[src/rtl/fetch_pkg.sv]
// Shared definitions for the instruction-fetch front end: default widths,
// the queue entry layout and the pointer/count width helper.
package fetch_pkg;

    // Default geometry of the fetch path (64-bit PCs, 32-bit instructions).
    localparam int DEF_ADDR_W = 64;
    localparam int DEF_INST_W = 32;

    // Bytes the PC advances per fetched instruction at the default width.
    localparam int INST_BYTES = DEF_INST_W / 8;

    // One fetch queue entry as seen by decode: the PC and its instruction.
    typedef struct packed {
        logic [DEF_ADDR_W-1:0] pc;
        logic [DEF_INST_W-1:0] inst;
    } fetch_entry_t;

    // Width of a counter that must hold values 0..n inclusive (n a power of two).
    function automatic int clog2_plus1(input int n);
        return $clog2(n) + 1;
    endfunction

endpackage

[src/rtl/fetch_queue.sv]
// Circular fetch buffer with three pointers. An entry is allocated (PC
// written) when its request issues, filled (instruction written) when the
// in-order response returns, and freed when decode takes it. A flush drops
// every entry at once; reset has priority over flush.
module fetch_queue
    import fetch_pkg::*;
#(
    parameter int ADDR_W = 64,
    parameter int INST_W = 32,
    parameter int DEPTH  = 4
) (
    input  logic                             clk,
    input  logic                             rst,
    input  logic                             flush,
    input  logic                             alloc_en,
    input  logic [ADDR_W-1:0]                alloc_pc,
    input  logic                             fill_en,
    input  logic [INST_W-1:0]                fill_inst,
    input  logic                             deq_en,
    output logic [clog2_plus1(DEPTH)-1:0]    occupancy,
    output logic [clog2_plus1(DEPTH)-1:0]    filled_cnt,
    output logic [ADDR_W-1:0]                head_pc,
    output logic [INST_W-1:0]                head_inst
);

    localparam int PTR_W = $clog2(DEPTH);
    localparam int CNT_W = clog2_plus1(DEPTH);

    // Entry storage: PC and instruction halves are written at different times.
    logic [ADDR_W-1:0] pc_mem   [DEPTH];
    logic [INST_W-1:0] inst_mem [DEPTH];

    logic [PTR_W-1:0] alloc_ptr_reg, alloc_ptr_next;
    logic [PTR_W-1:0] fill_ptr_reg,  fill_ptr_next;
    logic [PTR_W-1:0] rd_ptr_reg,    rd_ptr_next;
    logic [CNT_W-1:0] occ_reg,       occ_next;
    logic [CNT_W-1:0] filled_reg,    filled_next;

    logic alloc_wr;
    logic fill_wr;

    // Storage writes are suppressed in reset and flush cycles.
    assign alloc_wr = alloc_en && !rst && !flush;
    assign fill_wr  = fill_en  && !rst && !flush;

    // Write the PC half at allocation and the instruction half at fill.
    always_ff @(posedge clk) begin
        if (alloc_wr) begin
            pc_mem[alloc_ptr_reg] <= alloc_pc;
        end
        if (fill_wr) begin
            inst_mem[fill_ptr_reg] <= fill_inst;
        end
    end

    // The head entry is presented directly so decode sees it the cycle after fill.
    assign head_pc    = pc_mem[rd_ptr_reg];
    assign head_inst  = inst_mem[rd_ptr_reg];
    assign occupancy  = occ_reg;
    assign filled_cnt = filled_reg;

    // Pointer and count updates; a flush empties the queue in one cycle.
    always_comb begin
        alloc_ptr_next = alloc_ptr_reg;
        fill_ptr_next  = fill_ptr_reg;
        rd_ptr_next    = rd_ptr_reg;
        occ_next       = occ_reg;
        filled_next    = filled_reg;
        if (flush) begin
            alloc_ptr_next = '0;
            fill_ptr_next  = '0;
            rd_ptr_next    = '0;
            occ_next       = '0;
            filled_next    = '0;
        end else begin
            if (alloc_en) begin
                alloc_ptr_next = alloc_ptr_reg + PTR_W'(1);
            end
            if (fill_en) begin
                fill_ptr_next = fill_ptr_reg + PTR_W'(1);
            end
            if (deq_en) begin
                rd_ptr_next = rd_ptr_reg + PTR_W'(1);
            end
            occ_next    = occ_reg    + CNT_W'(alloc_en) - CNT_W'(deq_en);
            filled_next = filled_reg + CNT_W'(fill_en)  - CNT_W'(deq_en);
        end
    end

    // Pointer and count registers.
    always_ff @(posedge clk) begin
        if (rst) begin
            alloc_ptr_reg <= '0;
            fill_ptr_reg  <= '0;
            rd_ptr_reg    <= '0;
            occ_reg       <= '0;
            filled_reg    <= '0;
        end else begin
            alloc_ptr_reg <= alloc_ptr_next;
            fill_ptr_reg  <= fill_ptr_next;
            rd_ptr_reg    <= rd_ptr_next;
            occ_reg       <= occ_next;
            filled_reg    <= filled_next;
        end
    end

endmodule

[src/rtl/fetch_unit.sv]
// Instruction-fetch front end. Holds the PC, issues in-order requests to
// instruction memory, buffers the returning instructions with their PCs and
// hands them to decode. A redirect reloads the PC, empties the queue and
// arranges for responses to already-issued requests to be discarded.
module fetch_unit
    import fetch_pkg::*;
#(
    parameter int          ADDR_W   = 64,
    parameter int          INST_W   = 32,
    parameter logic [63:0] RESET_PC = 64'h0000_0000_0000_0000,
    parameter int          DEPTH    = 4
) (
    input  logic              clk,
    input  logic              rst,
    input  logic              redirect_valid,
    input  logic [ADDR_W-1:0] redirect_pc,
    output logic              imem_req_valid,
    input  logic              imem_req_ready,
    output logic [ADDR_W-1:0] imem_req_addr,
    input  logic              imem_resp_valid,
    input  logic [INST_W-1:0] imem_resp_data,
    output logic              out_valid,
    input  logic              out_ready,
    output logic [ADDR_W-1:0] out_pc,
    output logic [INST_W-1:0] out_inst
);

    localparam int STEP  = INST_W / 8;
    localparam int CNT_W = clog2_plus1(DEPTH);
    // Doomed responses from one redirect can overlap live requests issued
    // after it, so the drop and in-flight counters get one extra bit.
    localparam int DROP_W = CNT_W + 1;

    logic [ADDR_W-1:0] pc_reg,       pc_next;
    logic [DROP_W-1:0] drop_cnt_reg, drop_cnt_next;
    logic [DROP_W-1:0] inflight_reg, inflight_next;

    logic [CNT_W-1:0]  occupancy;
    logic [CNT_W-1:0]  filled_cnt;
    logic [CNT_W-1:0]  live_cnt;
    logic [ADDR_W-1:0] redirect_aligned;

    logic issue_fire;
    logic resp_drop;
    logic resp_fill;
    logic deq_fire;

    // Redirect targets are forced onto an instruction boundary.
    assign redirect_aligned = redirect_pc & ~ADDR_W'(STEP - 1);

    // Issue while there is a free entry; nothing issues during reset or redirect.
    assign imem_req_valid = !rst && !redirect_valid && (occupancy < CNT_W'(DEPTH));
    assign imem_req_addr  = pc_reg;
    assign issue_fire     = imem_req_valid && imem_req_ready;

    // Decode sees only filled entries, and never in a redirect cycle.
    assign out_valid = !rst && !redirect_valid && (filled_cnt != '0);
    assign deq_fire  = out_valid && out_ready;

    // Responses are discarded while drops are pending, otherwise written into the queue.
    assign resp_drop = imem_resp_valid && (drop_cnt_reg != '0);
    assign resp_fill = imem_resp_valid && (drop_cnt_reg == '0) && !redirect_valid && !rst;

    // Requests issued into the queue whose responses have not yet come back.
    assign live_cnt = occupancy - filled_cnt;

    fetch_queue #(
        .ADDR_W (ADDR_W),
        .INST_W (INST_W),
        .DEPTH  (DEPTH)
    ) u_queue (
        .clk        (clk),
        .rst        (rst),
        .flush      (redirect_valid),
        .alloc_en   (issue_fire),
        .alloc_pc   (pc_reg),
        .fill_en    (resp_fill),
        .fill_inst  (imem_resp_data),
        .deq_en     (deq_fire),
        .occupancy  (occupancy),
        .filled_cnt (filled_cnt),
        .head_pc    (out_pc),
        .head_inst  (out_inst)
    );

    // Next PC, pending-drop and in-flight bookkeeping.
    always_comb begin
        pc_next       = pc_reg;
        drop_cnt_next = drop_cnt_reg;
        inflight_next = inflight_reg + DROP_W'(issue_fire) - DROP_W'(imem_resp_valid);
        if (redirect_valid) begin
            pc_next = redirect_aligned;
            // Every live request becomes a drop; a response arriving now
            // settles one of the old or new drops immediately.
            drop_cnt_next = drop_cnt_reg + DROP_W'(live_cnt) - DROP_W'(imem_resp_valid);
        end else begin
            if (issue_fire) begin
                pc_next = pc_reg + ADDR_W'(STEP);
            end
            if (resp_drop) begin
                drop_cnt_next = drop_cnt_reg - DROP_W'(1);
            end
        end
    end

    // PC and counter registers.
    always_ff @(posedge clk) begin
        if (rst) begin
            pc_reg       <= RESET_PC[ADDR_W-1:0];
            drop_cnt_reg <= '0;
            inflight_reg <= '0;
        end else begin
            pc_reg       <= pc_next;
            drop_cnt_reg <= drop_cnt_next;
            inflight_reg <= inflight_next;
        end
    end

    // A response without any outstanding request indicates a broken memory port.
    always_ff @(posedge clk) begin
        if (!rst && imem_resp_valid) begin
            assert (inflight_reg != '0);
        end
    end

endmodule

[config.mk]
export PLATFORM = sky130hd
export DESIGN_NAME = fetch_unit
export DESIGN_NICKNAME = d
export VERILOG_FILES = /design/src/rtl/fetch_pkg.sv /design/src/rtl/fetch_queue.sv /design/src/rtl/fetch_unit.sv
export SDC_FILE = /design/constraint.sdc
export NUM_CORES = 1
export LEC_CHECK = 0
export ABC_AREA = 1
export BUFFER_PORTS_ARGS = -buffer_cell sky130_fd_sc_hd__buf_4
export CAP_MARGIN = 20
export CORE_ASPECT_RATIO = 1.4
export CORE_MARGIN = 4
export CORE_UTILIZATION = 55
export CTS_BUF_LIST = sky130_fd_sc_hd__clkbuf_4 sky130_fd_sc_hd__clkbuf_8 sky130_fd_sc_hd__clkbuf_16
export DETAILED_ROUTE_END_ITERATION = 10
export PLACE_DENSITY = 0.78
export REMOVE_ABC_BUFFERS = 1
export SLEW_MARGIN = 5
export SYNTH_ARGS = -nofsm -noshare
export SYNTH_HDL_FRONTEND = slang
export SYNTH_HIERARCHICAL = 1
export SYNTH_SLANG_ARGS = --single-unit
[constraint.sdc]
create_clock -name clk -period 7.9 [get_ports clk]
set_input_delay 0.79 -clock clk [delete_from_list [all_inputs] [get_ports clk]]
set_output_delay 0.79 -clock clk [all_outputs]
set_load 0.02 [all_outputs]
==> metrics.txt <==
slowest CP cell=buf_4; Static Leak=~9.2 nW; Area after DPL=roughly 23000 sq um; vias in the first global route=~15000; XOR/XNOR Fraction of Synth Area=less than 1%; peak supply drop=about 0.00014 V; Biggest register=u_queue/pc_mem; total number of vias=between 15000 and 20000; crit path DAT=between 3 and 4 ns; cts bufs inserted=42; Overflow after GRT=0; fin area=~24000 sq um; flops & latches, synth=464; PostCTS Resize Cnt=0; Worst-path clk slew=about 0.06 ns; clk sinks=464; Largest register FFs=about 260; Hold Crit Endpoint=u_queue/inst_mem[0][8]; combinational share of power=between 5 and 6%; setup ws final=3.774 ns; Buf/Inv on CP=3; area grow syn2layout=17.61%; post-route ant nets=0; Simple-Gate Fraction of Synth Area=16.37%; Slew Limit Fails=0; fin cells=between 2000 and 3000; minimum clock period=between 4 and 5 ns; largest family of logic cells by synthesized area=simple AND/OR/NAND/NOR gates; crit path cell chain=inv_6 -> buf_4 -> o21ai_1 -> o21ai_1 -> buf_4; antenna violations before repair=2; io pins=about 260; Synth Flop Type=edfxtp_1; compound-gate portion of the synthesized area=11.40%; WL/cell=just under 20 microns; critical path launch point type=flip-flop; Yosys cell types=39; post-synthesis adder-cell area fraction=1.668%; layout net count=around 2400; die height=around 240 microns; cts hold-fix bufs=0; final wirelength=between 50000 and 60000 microns; Fmax=around 240 MHz; Final Hold Vio Count=0; Reg power frac=between 50% and 60%; num rows=83; clock root buffer=clkbuf_16; family with the most delay on the worst path=buffers and inverters; crit end category=primary output; switch share=21.56%; Worst-Margin Slew=approximately 1.1 ns; sequential share of the synthesized area=around 64%; Cells on Worst Hold Path=1; number of max-cap violations=0; Worst Path Max Fanout=roughly 110; Register-to-Register Path Depth=12; DRC viols=0; outcome=finished, final reports clean; Hold WS=0.4402 ns; Core ar.=36760 sq um; I/O Buffers=259; Switch Pwr=approximately 1.1 mW; P_int=a little under 4 mW; reg2reg setup slack=between 4 and 5 ns; CP required=between 7 and 8 ns; multiplexer share of the synthesized area=0%; GPL Wtd Cong=0.9334; largest net degree at the start of global routing=about 110; Async S/R FF share, synth=0%; Max clock buf depth=3; DIE WIDTH=about 170 microns; level count of the clock H-tree=2; clock share of power=40.2%; Hold Path Origin=imem_resp_data[8]; clk_lat worst skew=between 0.5 and 0.6 ns; Fin Setup TNS=0 ns; post-layout power=5.033 mW; first drt pass iteration count=6; Largest stage delay, worst path=roughly 0.83 ns; Iter 0 DRT Violations=around 1600; Initial Util=55.90%; endpoint of the worst-slack reg-to-reg timing path=u_queue/occupancy[2]; first-pass GRT wire length=just over 80000 microns; fin util=between 60% and 70%; Die Footprint=40570 sq um; RSZ-0062 raised after global routing=false; setup violators final=0; DPL Wire Length=approximately 35000 microns; period utilization=a little over half; syn avg cell area=a little over 10 sq um; Via density=between 5 and 6; Max-slew headroom=between 20% and 30%; dpl cells=between 2000 and 3000; Post-Place Setup Slack=around 3.9 ns; Post-Synthesis Cells=between 2000 and 2500; clk_skew=0.01999 ns; layout cells sized above 1=between 10% and 20%; GRT Total Usage=around a quarter; Post-CTS Setup Bufs=0; Mapped Area=~21000 sq um; CTS tree=built; reg2reg start=u_queue/occupancy[2]; CP Class=flip-flop to primary output; number of synthesized flops with an enable pin=~380; synth warn=6; PD cells=208.2 nW/um^2; hold crit path type=input port to flip-flop
area by class of cell:
| type | instances | area (sq um) |
|---|---|---|
| Clock buffer | 59 | 1267 |
| Fill cell | 2811 | 12590 |
| Clock inverter | 18 | 121.4 |
| Tap cell | 467 | 584.3 |
| Inverter | 184 | 700.7 |
| Sequential cell | 464 | 13140 |
| Multi-Input combinational cell | 1312 | 6314 |
| Timing Repair Buffer | 270 | 2039 |
| Antenna cell | 3 | 7.507 |
synth_stat cells, types with 2 or more instances:
master    number  area share [%]
o211ai_1       7            0.26
clkbuf_1      33            0.60
ha_1          21             1.3
a21oi_1       57             1.4
nor2_4         8            0.44
inv_2          5           0.091
xnor2_1        5            0.21
a22o_1         2           0.085
nor2_2         8            0.24
nand2_4        7            0.38
nor3_1         5            0.12
nand2_1      278             5.1
nand4_1        6            0.18
nand3_1       62             1.5
nor2_1       411             7.5
edfxtp_1     384              56
nor4_1         2           0.061
nand3_2        5            0.24
nand2_2        9            0.27
buf_4          7            0.26
a21oi_2        3            0.13
buf_6         10            0.55
o311ai_0       2           0.085
o21ai_1      196             4.8
fa_1           4            0.39
dfxtp_1       80             7.8
o21ai_0      169             4.1
xor2_1        14            0.60
a211oi_1       2           0.073
buf_2         41             1.0
a31oi_1       12            0.37
inv_1        178             3.3
nor2_8         3            0.29
o221ai_1       2           0.085
cell usage in the layout, fill, tap and decap left out, types with 4 or more instances in the layout:
cell type / Yosys / layout
conb_1: 1 / 10
nor2_4: 8 / 16
clkinv_2: 0 / 11
a21oi_1: 57 / 57
a31oi_1: 12 / 12
inv_1: 178 / 178
clkbuf_16: 0 / 46
clkinv_1: 1 / 4
nand3_2: 5 / 5
inv_6: 0 / 4
nand2_2: 9 / 9
edfxtp_1: 384 / 384
clkbuf_4: 0 / 10
xor2_1: 14 / 14
buf_4: 7 / 269
nand2_4: 7 / 7
nand4_1: 6 / 6
nor2_2: 8 / 8
o211ai_1: 7 / 7
nor3_1: 5 / 5
o21ai_1: 196 / 196
nand3_1: 62 / 62
o21ai_0: 169 / 169
dfxtp_1: 80 / 79
nor2_1: 411 / 403
xnor2_1: 5 / 5
fa_1: 4 / 4
ha_1: 21 / 21
nand2_1: 278 / 278
routing by layer:
metal	up-vias	global-route usage, %	share of wire [%]
met3	129	3.991	7.4
met5	-	0	0.033
met1	7373	31.78	38
met2	660	44.87	51
li1	7371	-	-
met4	2	10.74	4.3
how the worst max path moves through the flow:
stage	startpoint	endpoint	cells after the start
after detailed placement	redirect_valid	u_queue/pc_mem[1][39]	7
after floorplan	flip-flop	out_inst[3]	3
after CTS	flip-flop	out_pc[24]	5
after global placement	redirect_valid	u_queue/pc_mem[0][44]	7
after global routing	flip-flop	out_pc[8]	5
final	flip-flop	out_pc[14]	5
power by group through the flow:
stage / Combinational, mW / Clock [mW] / Sequential (mW)
final: 0.276 / 2.02 / 2.74
after global routing: 0.303 / 2.15 / 2.74
after CTS: 0.276 / 2.05 / 2.73
after detailed placement: 0.274 / 0 / 2.79
after global placement: 0.266 / 0 / 2.79
after floorplan: 0.119 / 0 / 2.79
cell families after synthesis:
family,after synthesis
and+or+nand+nor,805
DFF,464
AOI/OAI and AO/OA,453
buffers and inverters,276
adders and majority gates,25
xor gates and xnor gates,19
other,1
(Power assumes the default switching activity.)
